### config.mk
export PLATFORM = sky130hd
export DESIGN_NAME = systolic_ctrl
export DESIGN_NICKNAME = d
export VERILOG_FILES = /design/src/rtl/systolic_pkg.sv /design/src/rtl/systolic_ctrl_skew_addr_gen.sv /design/src/rtl/systolic_ctrl.sv
export SDC_FILE = /design/constraint.sdc
export NUM_CORES = 1
export LEC_CHECK = 0
export BUFFER_PORTS_ARGS = -buffer_cell sky130_fd_sc_hd__clkbuf_2
export CAP_MARGIN = 5
export CORE_MARGIN = 2
export CORE_UTILIZATION = 35
export DETAILED_ROUTE_END_ITERATION = 12
export HOLD_SLACK_MARGIN = 0.05
export MAX_ROUTING_LAYER = met4
export PLACE_DENSITY = 0.51
export SLEW_MARGIN = 20
export SYNTH_ARGS = -nofsm -noshare
export SYNTH_HDL_FRONTEND = slang
export SYNTH_HIERARCHICAL = 1
export SYNTH_SLANG_ARGS = --single-unit
### constraint.sdc
create_clock -name clk -period 3.2 [get_ports clk]
set_input_delay 0.16 -clock clk [delete_from_list [all_inputs] [get_ports clk]]
set_output_delay 0.16 -clock clk [all_outputs]
set_load 0.05 [all_outputs]
### src/rtl/systolic_pkg.sv
// rtl/systolic_pkg.sv - shared state encoding and latency constants for the systolic controller
package systolic_pkg;

    typedef enum logic [2:0] {
        ST_IDLE,
        ST_CLEAR,
        ST_FEED,
        ST_DRAIN,
        ST_DONE
    } state_t;

    localparam int PE_HOP_LAT = 2;
    localparam int BUF_RD_LAT = 1;

    // Extra FEED cycles beyond K needed to skew the last row in.
    function automatic int feed_extra(input int n);
        return PE_HOP_LAT * (n - 1);
    endfunction

    // Skew out of the far corner plus the read and accumulate stages.
    function automatic int drain_len(input int n);
        return PE_HOP_LAT * n + 2 * BUF_RD_LAT;
    endfunction

endpackage

### src/rtl/systolic_ctrl_skew_addr_gen.sv
// rtl/systolic_ctrl_skew_addr_gen.sv - per-row skewed read strobe and address from the FEED counter
module skew_addr_gen
    import systolic_pkg::*;
#(
    parameter int KW  = 8,
    parameter int TW  = 10,
    parameter int ROW = 0
) (
    input  logic          feed_i,
    input  logic [TW-1:0] t_i,
    input  logic [KW-1:0] k_i,
    output logic          rd_en_o,
    output logic [KW-1:0] rd_addr_o
);

    localparam logic [TW-1:0] OFF = TW'(PE_HOP_LAT * ROW);

    logic [TW-1:0] rel;
    logic          in_win;

    assign rel       = t_i - OFF;
    assign in_win    = feed_i && (t_i >= OFF) && (rel < TW'(k_i));
    assign rd_en_o   = in_win;
    assign rd_addr_o = in_win ? rel[KW-1:0] : '0;

endmodule

### src/rtl/systolic_ctrl.sv
// rtl/systolic_ctrl.sv - sequencer for an N x N output-stationary systolic matmul
module systolic_ctrl
    import systolic_pkg::*;
#(
    parameter int N  = 2,
    parameter int KW = 8
) (
    input  logic            clk,
    input  logic            rst,
    input  logic            start_i,
    input  logic [KW-1:0]   k_len_i,
    input  logic            abort_i,
    output logic            busy_o,
    output logic            done_o,
    output logic            pe_clr_o,
    output logic            pe_en_o,
    output logic [N-1:0]    rd_en_o,
    output logic [N*KW-1:0] rd_addr_o,
    output logic [N-1:0]    op_vld_o
);

    // Wide enough for 2^KW-1 + 2(N-1) without wrapping.
    localparam int TW = KW + $clog2(N) + 1;
    localparam int DL = drain_len(N);
    localparam int DW = $clog2(DL);

    state_t        state_q;
    logic [KW-1:0] k_q;
    logic [TW-1:0] t_q;
    logic [DW-1:0] d_q;
    logic          busy_q, done_q, pe_clr_q, pe_en_q;
    logic [N-1:0]  op_vld_q;
    logic [TW-1:0] feed_last;

    assign feed_last = TW'(k_q) + TW'(feed_extra(N)) - TW'(1);

    always_ff @(posedge clk) begin
        if (rst) begin
            state_q  <= ST_IDLE;
            k_q      <= '0;
            t_q      <= '0;
            d_q      <= '0;
            busy_q   <= 1'b0;
            done_q   <= 1'b0;
            pe_clr_q <= 1'b1;
            pe_en_q  <= 1'b0;
        end else if (abort_i && state_q != ST_IDLE) begin
            state_q  <= ST_IDLE;
            t_q      <= '0;
            d_q      <= '0;
            busy_q   <= 1'b0;
            done_q   <= 1'b0;
            pe_clr_q <= 1'b0;
            pe_en_q  <= 1'b0;
        end else begin
            case (state_q)
                ST_IDLE: begin
                    busy_q   <= 1'b0;
                    done_q   <= 1'b0;
                    pe_clr_q <= 1'b0;
                    pe_en_q  <= 1'b0;
                    t_q      <= '0;
                    d_q      <= '0;
                    if (start_i) begin
                        state_q  <= ST_CLEAR;
                        k_q      <= k_len_i;
                        busy_q   <= 1'b1;
                        pe_clr_q <= 1'b1;
                    end
                end
                ST_CLEAR: begin
                    pe_clr_q <= 1'b0;
                    if (k_q != '0) begin
                        state_q <= ST_FEED;
                        pe_en_q <= 1'b1;
                    end else begin
                        state_q <= ST_DONE;
                        done_q  <= 1'b1;
                    end
                end
                ST_FEED: begin
                    t_q <= t_q + TW'(1);
                    if (t_q == feed_last) begin
                        state_q <= ST_DRAIN;
                        d_q     <= '0;
                    end
                end
                ST_DRAIN: begin
                    d_q <= d_q + DW'(1);
                    if (d_q == DW'(DL - 1)) begin
                        state_q <= ST_DONE;
                        pe_en_q <= 1'b0;
                        done_q  <= 1'b1;
                    end
                end
                ST_DONE: begin
                    state_q <= ST_IDLE;
                    busy_q  <= 1'b0;
                    done_q  <= 1'b0;
                end
                default: state_q <= ST_IDLE;
            endcase
        end
    end

    for (genvar i = 0; i < N; i++) begin : g_row
        skew_addr_gen #(.KW(KW), .TW(TW), .ROW(i)) u_skew (
            .feed_i   (state_q == ST_FEED),
            .t_i      (t_q),
            .k_i      (k_q),
            .rd_en_o  (rd_en_o[i]),
            .rd_addr_o(rd_addr_o[i*KW +: KW])
        );
    end

    // Tracks the one-cycle operand buffer read.
    always_ff @(posedge clk) begin
        if (rst) op_vld_q <= '0;
        else     op_vld_q <= rd_en_o;
    end

    assign busy_o   = busy_q;
    assign done_o   = done_q;
    assign pe_clr_o = pe_clr_q;
    assign pe_en_o  = pe_en_q;
    assign op_vld_o = op_vld_q;

endmodule

# After elaboration in Yosys (flattened, before gate mapping)
# Index checks and enable logic that the tools add are counted.
[word_totals]
reg_bits = 30
latch_bits = 0
ramBits = 0
romBits = 0
elab_cells = 71
memories = 0
[classes]
addsub = 5
mul = 0
div_mod_pow = 0
order_cmp = 4
n_eq_ne = 11
shift = 0
n_mux = 20
bitwise_logic = 1
n_reduce_logical = 21
[ops]
columns = ["operator", "count"]
rows = [
  ["$lt 10x8->1", 2],
  ["$pmux 10 s2", 1],
  ["$mux 8", 2],
  ["$mux 3", 5],
  ["$reduce_bool 3->1", 5],
  ["$pmux 3 s4", 1],
  ["$reduce_and 3->1", 4],
  ["$add 10x1->10 const B", 1],
  ["$eq 10x10->1", 1],
  ["$ge 10x1->1 const B", 1],
  ["$ge 10x2->1 const B", 1],
  ["$ne 2x2->1 const B", 5],
  ["$sub 10x2->10 const B", 1],
  ["$sub 9x1->10 const B", 1],
  ["$add 8x2->9 const B", 1],
  ["$pmux 3 s3", 1],
  ["$reduce_bool 8->1", 1],
  ["$eq 3x2->1 const B", 2],
  ["$eq 3x3->1 const B", 2],
  ["$mux 1", 6],
  ["$pmux 1 s3", 2],
  ["$logic_and 1x1->1", 5],
  ["$pmux 1 s2", 2],
  ["$reduce_bool 2->1", 2],
  ["6 further kinds", 7],
]

# Logic depth before layout (Yosys ltp)
[depth]
depth_word = 5
ltp_mapped = 11

# By module
# The synthesis kept the hierarchy.
[by_module_without_submodules]
columns = ["mod", "n_inst", "cells_each", "area_each_um2", "seq_area_each_um2"]
rows = [
  ["systolic_ctrl", 1, 207, 1669.1, 600.6],
  ["skew_addr_gen (g_row[1].u_skew)", 1, 55, 411.6, 0.0],
  ["skew_addr_gen (g_row[0].u_skew)", 1, 43, 306.5, 0.0],
]

# Worst setup path before layout
# No wires, ideal clock.
[synth_path]
kind = "flip-flop to output port"
startpoint = "register t_q[1]"
endpoint = "output port rd_addr_o[11]"
arrival_time_ns = 3.250
t_required_ns = 3.040
setup_slack_ns = -0.210
stages_incl_launch_ff = 11
n_path_buf = 0
path_cell_list = "dfxtp_1 inv_1 ha_1 nand2b_1 nor4_1 xor2_1 ha_1 and2_0 a221oi_1 nand2_2 nor3b_1"
[synth_via]
elab_chain_len = 4
[synth_lines]
columns = ["element", "line_no", "text"]
rows = [
  ["start: declaration", "systolic_ctrl.sv:29", "logic [TW-1:0] t_q;"],
  ["start signal: assignment", "systolic_ctrl.sv:82", "t_q <= t_q + TW'(1);"],
  ["$sub 10x2->10 / $ge 10x2->1 (equally long branches)", "systolic_ctrl_skew_addr_gen.sv:21, systolic_ctrl_skew_addr_gen.sv:22", ""],
  ["$lt 10x8->1 / $logic_and 1x1->1 (equally long branches)", "systolic_ctrl_skew_addr_gen.sv:22", "assign in_win = feed_i && (t_i >= OFF) && (rel < TW'(k_i));"],
  ["$logic_and 1x1->1", "systolic_ctrl_skew_addr_gen.sv:22", ""],
  ["$mux 8 (*)", "systolic_ctrl_skew_addr_gen.sv:24", "assign rd_addr_o = in_win ? rel[KW-1:0] : '0;"],
  ["end: declaration", "systolic_ctrl.sv:18", "output logic [N*KW-1:0] rd_addr_o,"],
]
# Mark *: on every way between the ends. The rest lies on a longest branch, timed or not.

# Worst setup path after layout
# Ends and elaborated chain as after synthesis.

==> run_results.csv <==
group,metric,value,unit
run_status,status,"finished clean",
final_layout,drive_gt1_frac,0.218,
yosys,synth_cells,305,
drt,met1_length,3.29,mm
flow_run,maxCapViolCount,0,
critical_path,cp.arrival,2.89,ns
die,die_w,86.6,um
global_routing,grt_pass1_wl,10.6,mm
worst_hold_path,min_path_type,"primary input to register",
critical_path,path_delay_family,"simple AND/OR/NAND/NOR gates",
yosys,ys_ff_latch,30,
critical_path,reg2regPathDepth,11,
global_routing,grt_max_degree,21,
sta,setup-tns-final,0,ns
yosys,synth.top_cells.by_area,"dfxtp_1 25%, ha_1 10%, nand2_1 6.1%, a21oi_1 5.2%, inv_1 4.9%",
critical_path,required,3.04,ns
drt,dr_wl_met3,238,um
global_routing,grt_use_total,0.185,
sta,fin_crit,3.05,ns
die,core-area,0.00668,mm^2
sta,fmax,328,MHz
critical_path,rr_startpoint,"t_q[1]",
critical_path,worst_setup_path_end_kind,"primary output",
die,start_util,0.357,
clocking,cts_sinks,30,
yosys,syn_area_per_cell,7.83,um^2
yosys,synth_nets,337,
sta,tightest_slew,0.624,ns
die,ios,36,
yosys,yosysMostFrequentCell,"nand2_1",
die,dieArea,0.00750,mm^2
place,dp_hpwl,4.64,mm
clocking,clockRootBuffer,"clkbuf_8",
pwr,p_per_area,449,mW/mm^2
critical_path,rrSetupSlack,0.63,ns
place,dpl.cell_count,419,
drt,drtPass1Iterations,4,
sta,rsz0062_at_grt,"true",
critical_path,worstReg2RegEnd,"op_vld_o[1]",
die,num_rows,30,
yosys,synth_cell_types,57,
yosys,synthFlopType,"dfxtp_1",
clocking,cts_buffers,5,
final_layout,finalNetCount,380,
pwr,leakagePower,1.12,nW
final_layout,n_antenna_cell,0,
sta,setup_viol,0,
place,place.port_buffers,35,
sta,slew_viol_final,0,
drt,maxUsedRoutingLayer,"met4",
drt,route.met2.wl,2.82,mm
global_routing,grt-ovfl-total,0,
critical_path,slowest_stage,"dfxtp_1",
clocking,cts_tree,"done",
critical_path,setup.worst_path.class,"register to primary output",
drt,drc,0,
worst_hold_path,hold_path_end,"k_q[7]",
yosys,ys_warn_count,6,
worst_hold_path,hp-start,"k_len_i[7]",
drt,via_per_inst,5.22,
global_routing,grt_pass1_vias,2046,
critical_path,crit_buf_inv,2,
drt,post_drt_wl_per_cell,14.9,um
drt,postRouteWirelength,6.41,mm
drt,via_count,2241,
sta,fin_skew,0.00578,ns
yosys,seq_area_frac_synth,0.252,
sta,slew_headroom,0.578,
critical_path,path_max_fanout,8,
critical_path,path_cells,"inv_1, ha_1, nand2b_1, nor4_2, xor2_1, ha_1, and2_0, a221oi_2, nand2_2, nor3b_1, buf_4",
yosys,synth_edf_count,0,
critical_path,worst_path_largest_cell_delay,0.34,ns
final_layout,fin_cells,429,
sta,finalHoldViolations,0,
sta,fin_crit_sh,0.952,
yosys,yosys.area.top_type,"dfxtp_1",
critical_path,critPathMostFrequentCell,"ha_1",
place,gp_congestion,0.939,
yosys,async_reset_ff_frac,0,
clocking,cts_buffer_depth,2,
drt,ant_nets,0,
clocking,cts-hold-fix-buffers,0,
clocking,clk_pin_slew,0.08,ns
yosys,synth.cell_area,0.00239,mm^2
yosys,yosys-top-cells-count,"39 x nand2_1, 31 x inv_1, 30 x dfxtp_1",
pwr,ir_worst_vdd,0.286,mV
final_layout,filler_cell_count,692,
global_routing,antenna_found_initial,0,
final_layout,area_delta_synth_final,19.3,%
yosys,synth_top_area_share,0.252,
clocking,clock_latency,0.29,ns
clocking,cts_max_level,2,
drt,drt_first_iter_violations,117,
die,die_h,86.6,um
worst_hold_path,whs_path_depth,3,
critical_path,start_kind,"register",
area by class of cell:
| class | count | area, um^2 | share of cell area |
|---|---|---|---|
| clock buffer | 5 | 68.8 | 0.0242 |
| clock inverter | 3 | 45.0 | 0.0158 |
| inverter | 31 | 116 | 0.0408 |
| multi-input combinational | 235 | 1640 | 0.577 |
| sequential | 30 | 602 | 0.211 |
| tap | 80 | 100 | 0.0351 |
| timing repair buffer | 45 | 273 | 0.0957 |
flip-flops by register name (all words and copies together), names as in the netlist:
signal    flops
pe_clr_o      1
state_q       3
op_vld_o      2
d_q           3
t_q          10
k_q           8
busy_o        1
done_o        1
pe_en_o       1
cell families (layout without fill, tap and decap cells):
| logic type | count (synthesis) | after routing | synth area share |
|---|---|---|---|
| xor+xnor | 15 | 15 | 0.0550 |
| flops | 30 | 30 | 0.252 |
| mux | 5 | 5 | 0.0210 |
| fa+ha+maj | 20 | 20 | 0.105 |
| buf+inv | 40 | 84 | 0.0671 |
| compound gates | 69 | 69 | 0.209 |
| simple gates | 126 | 126 | 0.291 |
per-layer routing:
metal | GRT usage | vias up
li1 | - | 1170
met5 | - | -
met3 | 0.0314 | 4
met4 | 0.0611 | 0
met1 | 0.260 | 1014
met2 | 0.269 | 53
tightest hold or removal path, stage by stage:
cell,delay [ns]
clkbuf_2,0.08
nand2_1,0.04
a21oi_1,0.05
where the power goes:
| group | switching, mW | internal [mW] | leakage [nW] | total, mW |
|---|---|---|---|---|
| clock | 0.166 | 0.232 | 0.0504 | 0.397 |
| sequential | 0.0603 | 0.406 | 0.244 | 0.466 |
| combinational | 0.264 | 0.151 | 0.822 | 0.415 |
cells in the final DEF, fill, tap and decap left out, types with 2 or more instances in the layout:
| master | synthesis | layout |
|---|---|---|
| nor2_1 | 20 | 20 |
| nor3b_1 | 7 | 6 |
| a211oi_1 | 9 | 9 |
| xor2_1 | 7 | 7 |
| nand2b_1 | 6 | 6 |
| a31oi_1 | 2 | 2 |
| and3_1 | 2 | 2 |
| xnor2_1 | 8 | 8 |
| clkinvlp_4 | 0 | 2 |
| clkbuf_8 | 0 | 5 |
| a21oi_1 | 25 | 25 |
| nand2_1 | 39 | 39 |
| a21o_1 | 6 | 6 |
| clkbuf_2 | 0 | 26 |
| dfxtp_1 | 30 | 29 |
| nand4_1 | 2 | 2 |
| o22ai_1 | 5 | 5 |
| or3_1 | 4 | 4 |
| mux2i_1 | 5 | 5 |
| nand3_1 | 10 | 10 |
| nor3_2 | 3 | 3 |
| buf_4 | 1 | 18 |
| nand3b_1 | 2 | 2 |
| nor2b_1 | 3 | 3 |
| o21ai_0 | 4 | 4 |
| a22oi_1 | 4 | 4 |
| ha_1 | 20 | 20 |
| inv_1 | 31 | 31 |
| o21a_1 | 3 | 3 |
| nor3_1 | 11 | 11 |
| nor4b_1 | 2 | 2 |
how the worst max path moves through the flow:
stage / slack (ns) / cells after the start / to / start
after global placement: 0.35 / 11 / rd_addr_o[9] / t_q[2]
after global routing: -0.08 / 11 / rd_addr_o[11] / t_q[1]
after CTS: 0.05 / 11 / rd_addr_o[14] / t_q[2]
after floorplan: -0.21 / 10 / rd_addr_o[11] / t_q[1]
after detailed placement: 0.29 / 11 / rd_addr_o[13] / t_q[2]
final: 0.15 / 11 / rd_addr_o[11] / t_q[1]
through the flow:
stage                     power (mW)  area [um^2]  setup WS [ns]  hold WS [ns]   util
after floorplan                0.786         2390         -0.210         0.264      -
after global placement         0.889         2680          0.346         0.388  0.401
after detailed placement       0.888         2680          0.294         0.388  0.401
after CTS                       1.29         2810         0.0489        0.0787  0.420
after global routing            1.36         2850        -0.0786        0.0870  0.426
final                           1.28         2850          0.153        0.0862  0.426
what timing repair did:
item / in CTS / in global routing
endpoints found under the setup margin: 8 / 8
resized for setup: 4 / 23
buffers inserted: 0 / 2
pin swaps: 0 / 1
cloned: 0 / 0
No activity file was read; power rests on OpenSTA's default activity.
